## src/rtl/sc_env_rowgen.sv

```systemverilog
// rtl/sc_env_rowgen.sv - top-row generator for the 8x8 road environment shift-register bank
// Optional second obstacle per row: define SC_ENVROWGEN_DOUBLE_OBSTACLE_EN.
module sc_env_rowgen #(
    parameter int          TICK_DIV  = 25000000,
    parameter logic [7:0]  LFSR_SEED = 8'hA5,
    parameter int          GAP_ROWS  = 3
) (
    input  logic       SC_ENVROWGEN_CLOCK_50,
    input  logic       SC_ENVROWGEN_RESET_InLow,
    input  logic       SC_ENVROWGEN_start_InLow,
    input  logic [1:0] SC_ENVROWGEN_speed_InBUS,
    output logic       SC_ENVROWGEN_load_OutLow,
    output logic       SC_ENVROWGEN_clear_OutLow,
    output logic [7:0] SC_ENVROWGEN_data_OutBUS,
    output logic [7:0] SC_ENVROWGEN_rowcount_OutBUS
);

    localparam int CW = $clog2(TICK_DIV + 1);
    localparam int GW = (GAP_ROWS < 1) ? 1 : $clog2(GAP_ROWS + 1);

    typedef enum logic [1:0] {
        S_IDLE,
        S_CLEAR,
        S_RUN,
        S_PAUSE
    } state_t;

    state_t          state;
    state_t          state_next;
    logic [CW-1:0]   cnt;
    logic [GW-1:0]   gap;
    logic [7:0]      lfsr;
    logic [7:0]      lfsr_next;
    logic [31:0]     period;
    logic            active;
    logic            tick;
    logic            obstacle;
    logic [2:0]      pos_p;
    logic [7:0]      new_row;
`ifdef SC_ENVROWGEN_DOUBLE_OBSTACLE_EN
    logic [2:0]      pos_q;
`endif

    function automatic logic [2:0] mod6(input logic [2:0] v);
        return (v >= 3'd6) ? (v - 3'd6) : v;
    endfunction

    // Counting happens in RUN and on the PAUSE->RUN edge, so a pause of N
    // sampled-high cycles delays the next row by exactly N cycles.
    always_comb begin
        period    = 32'(TICK_DIV) >> SC_ENVROWGEN_speed_InBUS;
        active    = ((state == S_RUN) || (state == S_PAUSE)) && !SC_ENVROWGEN_start_InLow;
        tick      = active && (32'(cnt) >= (period - 32'd1));
        lfsr_next = {lfsr[6:0], lfsr[7] ^ lfsr[5] ^ lfsr[4] ^ lfsr[3]};
    end

    always_comb begin
        obstacle = (gap == '0) && lfsr[7];
        pos_p    = mod6(lfsr[2:0]);
        new_row  = 8'h81;
        if (obstacle) begin
            new_row = 8'h81 | (8'd2 << pos_p);
`ifdef SC_ENVROWGEN_DOUBLE_OBSTACLE_EN
            pos_q = mod6(lfsr[5:3]);
            if (lfsr[6]) begin
                new_row = new_row | (8'd2 << pos_q);
            end
`endif
        end
`ifdef SC_ENVROWGEN_DOUBLE_OBSTACLE_EN
        else begin
            pos_q = mod6(lfsr[5:3]);
        end
`endif
    end

    always_comb begin
        state_next = state;
        case (state)
            S_IDLE:  state_next = SC_ENVROWGEN_start_InLow ? S_IDLE : S_CLEAR;
            S_CLEAR: state_next = S_RUN;
            S_RUN,
            S_PAUSE: state_next = SC_ENVROWGEN_start_InLow ? S_PAUSE : S_RUN;
            default: state_next = S_IDLE;
        endcase
    end

    always_ff @(posedge SC_ENVROWGEN_CLOCK_50 or negedge SC_ENVROWGEN_RESET_InLow) begin
        if (!SC_ENVROWGEN_RESET_InLow) begin
            state <= S_IDLE;
        end else begin
            state <= state_next;
        end
    end

    // The clear cycle counts as the first tick cycle, so the first load lands
    // exactly one period after the clear strobe.
    always_ff @(posedge SC_ENVROWGEN_CLOCK_50 or negedge SC_ENVROWGEN_RESET_InLow) begin
        if (!SC_ENVROWGEN_RESET_InLow) begin
            cnt                          <= '0;
            gap                          <= '0;
            lfsr                         <= LFSR_SEED;
            SC_ENVROWGEN_load_OutLow     <= 1'b1;
            SC_ENVROWGEN_clear_OutLow    <= 1'b1;
            SC_ENVROWGEN_data_OutBUS     <= 8'h81;
            SC_ENVROWGEN_rowcount_OutBUS <= 8'd0;
        end else begin
            SC_ENVROWGEN_load_OutLow  <= !tick;
            SC_ENVROWGEN_clear_OutLow <= !(state_next == S_CLEAR);
            if (state == S_IDLE && !SC_ENVROWGEN_start_InLow) begin
                cnt                          <= '0;
                gap                          <= '0;
                lfsr                         <= LFSR_SEED;
                SC_ENVROWGEN_data_OutBUS     <= 8'h81;
                SC_ENVROWGEN_rowcount_OutBUS <= 8'd0;
            end else if (state == S_CLEAR) begin
                cnt <= CW'(1);
            end else if (active) begin
                if (tick) begin
                    cnt                          <= '0;
                    lfsr                         <= lfsr_next;
                    SC_ENVROWGEN_data_OutBUS     <= new_row;
                    SC_ENVROWGEN_rowcount_OutBUS <= SC_ENVROWGEN_rowcount_OutBUS + 8'd1;
                    if (obstacle) begin
                        gap <= GW'(GAP_ROWS);
                    end else if (gap != '0) begin
                        gap <= gap - GW'(1);
                    end
                end else begin
                    cnt <= cnt + CW'(1);
                end
            end
        end
    end

endmodule
```

## config.mk

```make
export PLATFORM = sky130hd
export DESIGN_NAME = sc_env_rowgen
export DESIGN_NICKNAME = d
export VERILOG_FILES = /design/src/rtl/sc_env_rowgen.sv
export SDC_FILE = /design/constraint.sdc
export NUM_CORES = 1
export LEC_CHECK = 0
export BUFFER_PORTS_ARGS = -buffer_cell sky130_fd_sc_hd__buf_4
export CAP_MARGIN = 25
export CORE_MARGIN = 4
export CORE_UTILIZATION = 45
export DETAILED_ROUTE_END_ITERATION = 8
export PLACE_DENSITY = 0.62
export SYNTH_ARGS = -nofsm -noshare
export SYNTH_HDL_FRONTEND = slang
export SYNTH_SLANG_ARGS = --single-unit
```

## constraint.sdc

```tcl
create_clock -name SC_ENVROWGEN_CLOCK_50 -period 2.9 [get_ports SC_ENVROWGEN_CLOCK_50]
set_input_delay 0.145 -clock SC_ENVROWGEN_CLOCK_50 [delete_from_list [all_inputs] [get_ports SC_ENVROWGEN_CLOCK_50]]
set_output_delay 0.145 -clock SC_ENVROWGEN_CLOCK_50 [all_outputs]
set_load 0.01 [all_outputs]
```

== Word level (Yosys, flattened, before mapping) ==
Index checks and enable logic that the tools add are counted.

* Add/subtract/negate cells: 5
* $lt $le $gt $ge: 2
* Equal/unequal tests: 5
* Shift-type cells: 2
* Multiplexer cells: 27
* Bitwise gates (word level): 3
* Reduce and logical (&&, ||, !) cells: 18

{| class="wikitable"
|+ Operator list
! cell !! number
|-
| two-way mux 25 bit || 4
|-
| two-way mux 8 bit || 12
|-
| >= comparator 25 x 32 -> 1 bit || 1
|-
| right shift 25 x 2 -> 32 bit (first input constant) || 1
|-
| subtractor 32 x 1 -> 32 bit (second input constant) || 1
|-
| adder 25 x 1 -> 25 bit (second input constant) || 1
|-
| two-way mux 2 bit || 6
|-
| adder 8 x 1 -> 8 bit (second input constant) || 1
|-
| two-way mux 7 bit || 1
|-
| << shifter 2 x 3 -> 7 bit (first input constant) || 1
|-
| one-hot mux 2 bit (3 select lines) || 1
|-
| nonzero test 2 bit || 3
|-
| nonzero test 3 bit || 2
|-
| equality test 2 x 1 -> 1 bit (second input constant) || 2
|-
| equality test 2 bit (second input constant) || 2
|-
| logical AND 1 bit || 4
|-
| logical NOT 2 bit || 2
|-
| AND reduction 4 bit || 1
|-
| >= comparator 3 bit (second input constant) || 1
|-
| logical NOT 1 bit || 3
|-
| two-way mux 3 bit || 1
|-
| AND reduction 3 bit || 1
|-
| subtractor 3 bit (second input constant) || 1
|-
| XOR 1 bit || 3
|-
| other kinds (5) || 6
|}

* Register bits after elaboration: 55
* Input port bits: 5
* Output and inout bits: 18
* Word-level logic and storage cells: 70

== Depth between registers and ports, before layout ==
* Depth in word-level cells: 8
* Depth in mapped cells: 13
* Mapped depth without buffers: 11

== Worst setup path before layout ==
OpenSTA, ideal clock, no wires.

* Path type: reg-to-reg
* From: register cnt[5]
* To: register cnt[13]
* Library setup time: 0.069 ns
* Data arrival time: 2.366 ns
* Required time: 2.831 ns
* Setup slack: 0.465 ns
* Stages on the path, launching flop included: 9
* Buffers on the path: 1
* Clock period less this slack: 2.435 ns
* Cells stage by stage: dfrtp_1 > ha_1 > a211o_1 > a221o_1 > a221oi_4 > o211ai_2 > buf_6 > or3_1 > nand3_1

* Longest elaborated chain between the ends: 6
* Elaborated cells between the ends (all ways): 7
* Those cells by class: add/sub (1); order compare (1); mux (4); reduce/logical (1)

{| class="wikitable"
|+ RTL lines
! what !! line !! RTL
|-
| start, declared || 30 || <nowiki>logic [CW-1:0] cnt;</nowiki>
|-
| start signal, assigned || 130 || <nowiki>cnt <= cnt + CW'(1);</nowiki>
|-
| >= comparator 25 x 32 -> 1 bit || 53 || <nowiki>tick = active && (32'(cnt) >= (period - 32'd1));</nowiki>
|-
| logical AND 1 bit || 53 ||
|-
| two-way mux 25 bit * || 119 || <nowiki>if (tick) begin</nowiki>
|-
| two-way mux 25 bit * || 118 || <nowiki>end else if (active) begin</nowiki>
|-
| two-way mux 25 bit * || 116 || <nowiki>end else if (state == S_CLEAR) begin</nowiki>
|-
| two-way mux 25 bit * || 110 || <nowiki>if (state == S_IDLE && !SC_ENVROWGEN_start_InLow) begin</nowiki>
|}

Mark *: on every way between the ends. The rest lies on a longest branch, timed or not. The select of a mux whose other input is x is not followed.
A chain may end at the register's enable or synchronous reset.

== Worst setup path in the final report ==
* From: register cnt[5]
* To: register cnt[12]

Same word-level chain as after synthesis.

==> flow_summary_export.csv <==
group,metric,value,unit
power_and_ir_drop,total_power,1.35,mW
setup_path,crit_start,"cnt[5]",
layout,fillCellCount,662,
sta,maxSlewViolCount,0,
sta,hold_viol,0,
drt,routedWlPerCell,14.8,um
sta,setup-tns-final,0,ns
yosys,synthFlopType,"dfrtp_1",
floorplanning,die-height,93.0,um
setup_path,rr_endpoint,"cnt[12]",
floorplanning,start_util,0.470,
grt,grt_pass1_wl,12.6,mm
layout,antenna_cells,0,
power_and_ir_drop,power_leakage,1.67,nW
yosys,synth_top_family_by_area,"simple AND/OR/NAND/NOR gates",
setup_path,cp_max_fo,33,
yosys,syn-cell-area,3250,sq um
yosys,syn_avg_cell_area,9.05,sq um
yosys,ys_seq_area_frac,0.411,
yosys,yosysWarnings,0,
sta,rsz0062_at_grt,"no",
sta,post-route-period-util,0.925,
yosys,synthDistinctLibCells,50,
place,dp_hpwl,4.94,mm
setup_path,worstSetupEndpoint,"cnt[12]",
setup_path,start_kind,"flop",
power_and_ir_drop,ir_worst_vdd,0.000323,V
run_status,outcome,"finished, final reports clean",
grt,antenna_found_initial,0,
setup_path,end_kind,"flop",
floorplanning,dieArea,8640,sq um
setup_path,r2r.worst_path.cells,8,
sta,worst_slack,0.217,ns
place,place_congestion,0.819,
yosys,synth_mux_area_frac,0.0154,
setup_path,worstPathRequired,3.12,ns
drt,vias_per_cell,5.67,
floorplanning,die_width,93.0,um
sta,worst_pin_slew,0.674,ns
place,placed_area,3470,sq um
sta,finalClockSkew,0.00581,ns
yosys,ys_ff_latch,53,
clock_tree,clk_pin_slew_worst_paths,0.09,ns
sta,fin_crit,2.68,ns
yosys,async_reset_ff_frac,1.00,
yosys,synth_edf_count,0,
drt,routed_wl,6.99,mm
clock_tree,cts_tree,"yes",
clock_tree,clockBufferDepth,2,
yosys,synthAdderAreaFrac,0.0886,
setup_path,reg2reg_setup_slack,0.22,ns
grt,grt_usage,0.175,
drt,route.vias.total,2675,
clock_tree,htree_levels,2,
grt,grt_pass1_vias,2622,
grt,gr-total-overflow,0,
place,port_buffers,20,
yosys,synth_compound_area_frac,0.192,
clock_tree,cts_setup_buffers,0,
setup_path,r2r-start,"cnt[5]",
setup_path,crit_type,"reg2reg",
layout,drive_gt1_frac,0.117,
drt,drc,0,
layout,syn_to_final_growth,9.71,%
sta,fmax,373,MHz
clock_tree,cts_buffers,5,
power_and_ir_drop,power_density,378,nW/um^2
clock_tree,cts_sinks,53,
yosys,synthCells,359,
drt,firstDrtPassIters,5,
layout,design_area,3560,sq um
sta,max-slew-margin-rel,0.551,
floorplanning,core,6910,sq um
clock_tree,clk_latency,0.30,ns
setup_path,critPathArrivalTime,2.90,ns
place,pre_cts_slack,0.158,ns
grt,grt_max_degree,54,
clock_tree,cts_root_buf,"clkbuf_8",
sta,setup_violations,0,
drt,drtAntennaViolNets,0,
layout,final_nets,403,
run,maxCapViolCount,0,
floorplanning,num_rows,30,
yosys,synthSimpleGateAreaFrac,0.226,
drt,first_iter_violations,123,
yosys,synth_xor_area_frac,0.0108,
floorplanning,io_pins,23,
min_path,hold_path_class,"in2reg",
layout,finish.utilization,0.516,
## cells in the final DEF (no fill, tap or decap), drive strengths merged, types with 3 or more instances in the layout
master / netlist / routed
a21o: 8 / 8
a21oi: 19 / 19
a31o: 3 / 3
a31oi: 7 / 7
and2: 7 / 7
and3: 5 / 5
and4: 3 / 3
buf: 9 / 28
clkbuf: 12 / 8
conb: 2 / 3
dfrtp: 47 / 47
dfstp: 6 / 6
ha: 23 / 23
inv: 18 / 18
mux2i: 5 / 5
nand2: 35 / 35
nand2b: 4 / 4
nand3: 18 / 18
nand4: 14 / 14
nor2: 14 / 14
nor3: 15 / 15
nor3b: 6 / 6
o211ai: 8 / 8
o21a: 4 / 4
o21ai: 27 / 27
o311ai: 5 / 5
or3: 13 / 13
xnor2: 3 / 3
## registers in the layout, indices dropped and copies added (netlist names)
register	cells
cnt	25
SC_ENVROWGEN_rowcount_OutBUS	8
lfsr	8
SC_ENVROWGEN_data_OutBUS	6
gap	2
state	2
SC_ENVROWGEN_clear_OutLow	1
SC_ENVROWGEN_load_OutLow	1
## cells in the mapped netlist, types with 2 or more instances
master,count,area [sq um]
mux2i_1,5,50.1
inv_1,17,63.8
and3_1,5,31.3
a21o_1,8,60.1
ha_1,23,288
or3_1,13,81.3
o21ai_0,6,30.0
nand4_1,14,87.6
o311ai_1,5,43.8
nand2b_1,4,25.0
o211ai_1,7,52.6
nor2_1,14,52.6
clkbuf_1,12,45.0
a31o_1,2,17.5
buf_4,5,37.5
a31oi_1,7,43.8
and2_1,7,43.8
o41ai_1,2,17.5
nand3_1,18,90.1
a221o_1,2,20.0
o21ai_1,20,100
buf_2,3,15.0
xnor2_1,3,26.3
nand2_1,35,131
dfstp_2,6,158
and4_1,3,26.3
conb_1,2,7.51
o21a_1,4,30.0
a211o_1,2,17.5
a21oi_1,19,95.1
nor3_1,15,75.1
dfrtp_1,47,1180
nor3b_1,6,45.0
or2_1,2,12.5
## final cells by class
cell class | count | area (sq um) | share of cell area
Sequential cell | 53 | 1330 | 0.374
Multi-Input combinational cell | 268 | 1740 | 0.489
Clock buffer | 8 | 80.1 | 0.0225
Tap cell | 96 | 120 | 0.0337
Timing Repair Buffer | 29 | 220 | 0.0618
Inverter | 18 | 67.6 | 0.0190
## per-layer routing
| metal | wire, um | GRT usage |
|---|---|---|
| met5 | 0 | 0 |
| met4 | 49 | 0.0354 |
| met3 | 178 | 0.0252 |
| met2 | 3110 | 0.272 |
| met1 | 3650 | 0.258 |
## where the power goes
group	internal, mW	total, mW	switching [mW]
combinational	0.0604	0.150	0.0893
clock	0.172	0.402	0.230
sequential	0.767	0.796	0.0296
total	0.999	1.35	0.349
## critical path: stages, from the launching register on
cell and delay (ns):
dfrtp_1 0.46, ha_1 0.33, a211o_1 0.29, a221o_1 0.38, a221oi_4 0.31, o211ai_2 0.10
buf_4 0.26, or3_1 0.38, o211ai_1 0.08
## worst min-delay path by stage
stage                                   startpoint                         endpoint  slack, ns  depth (start not counted)
after floorplan           SC_ENVROWGEN_RESET_InLow      SC_ENVROWGEN_data_OutBUS[1]      -0.15                          0
after global placement    SC_ENVROWGEN_RESET_InLow  SC_ENVROWGEN_rowcount_OutBUS[7]       0.24                          1
after detailed placement  SC_ENVROWGEN_RESET_InLow  SC_ENVROWGEN_rowcount_OutBUS[7]       0.24                          1
after CTS                 SC_ENVROWGEN_start_InLow                         state[0]       0.09                          3
after global routing      SC_ENVROWGEN_start_InLow                         state[0]       0.11                          3
final                     SC_ENVROWGEN_start_InLow                         state[0]       0.09                          3
## cell families after synthesis
group,after synthesis
and+or+nand+nor,140
AOI/OAI and AO/OA,93
muxes,5
buffers and inverters,39
xor gates and xnor gates,4
DFF,53
adders and majority gates,23
other,2
## metrics by stage
stage / hold WS, ns / instances
floorplan: -0.151 / 360
global placement: 0.235 / 463
detailed placement: 0.237 / 463
CTS: 0.0905 / 472
global route: 0.110 / 472
finish: 0.0948 / 472
## repair_timing
| item | in CTS | in global routing |
|---|---|---|
| hold buffers | 1 | 0 |
| endpoints found under the hold margin | 47 | 0 |
| gates resized for setup | 0 | 0 |
(Power assumes the default switching activity.)
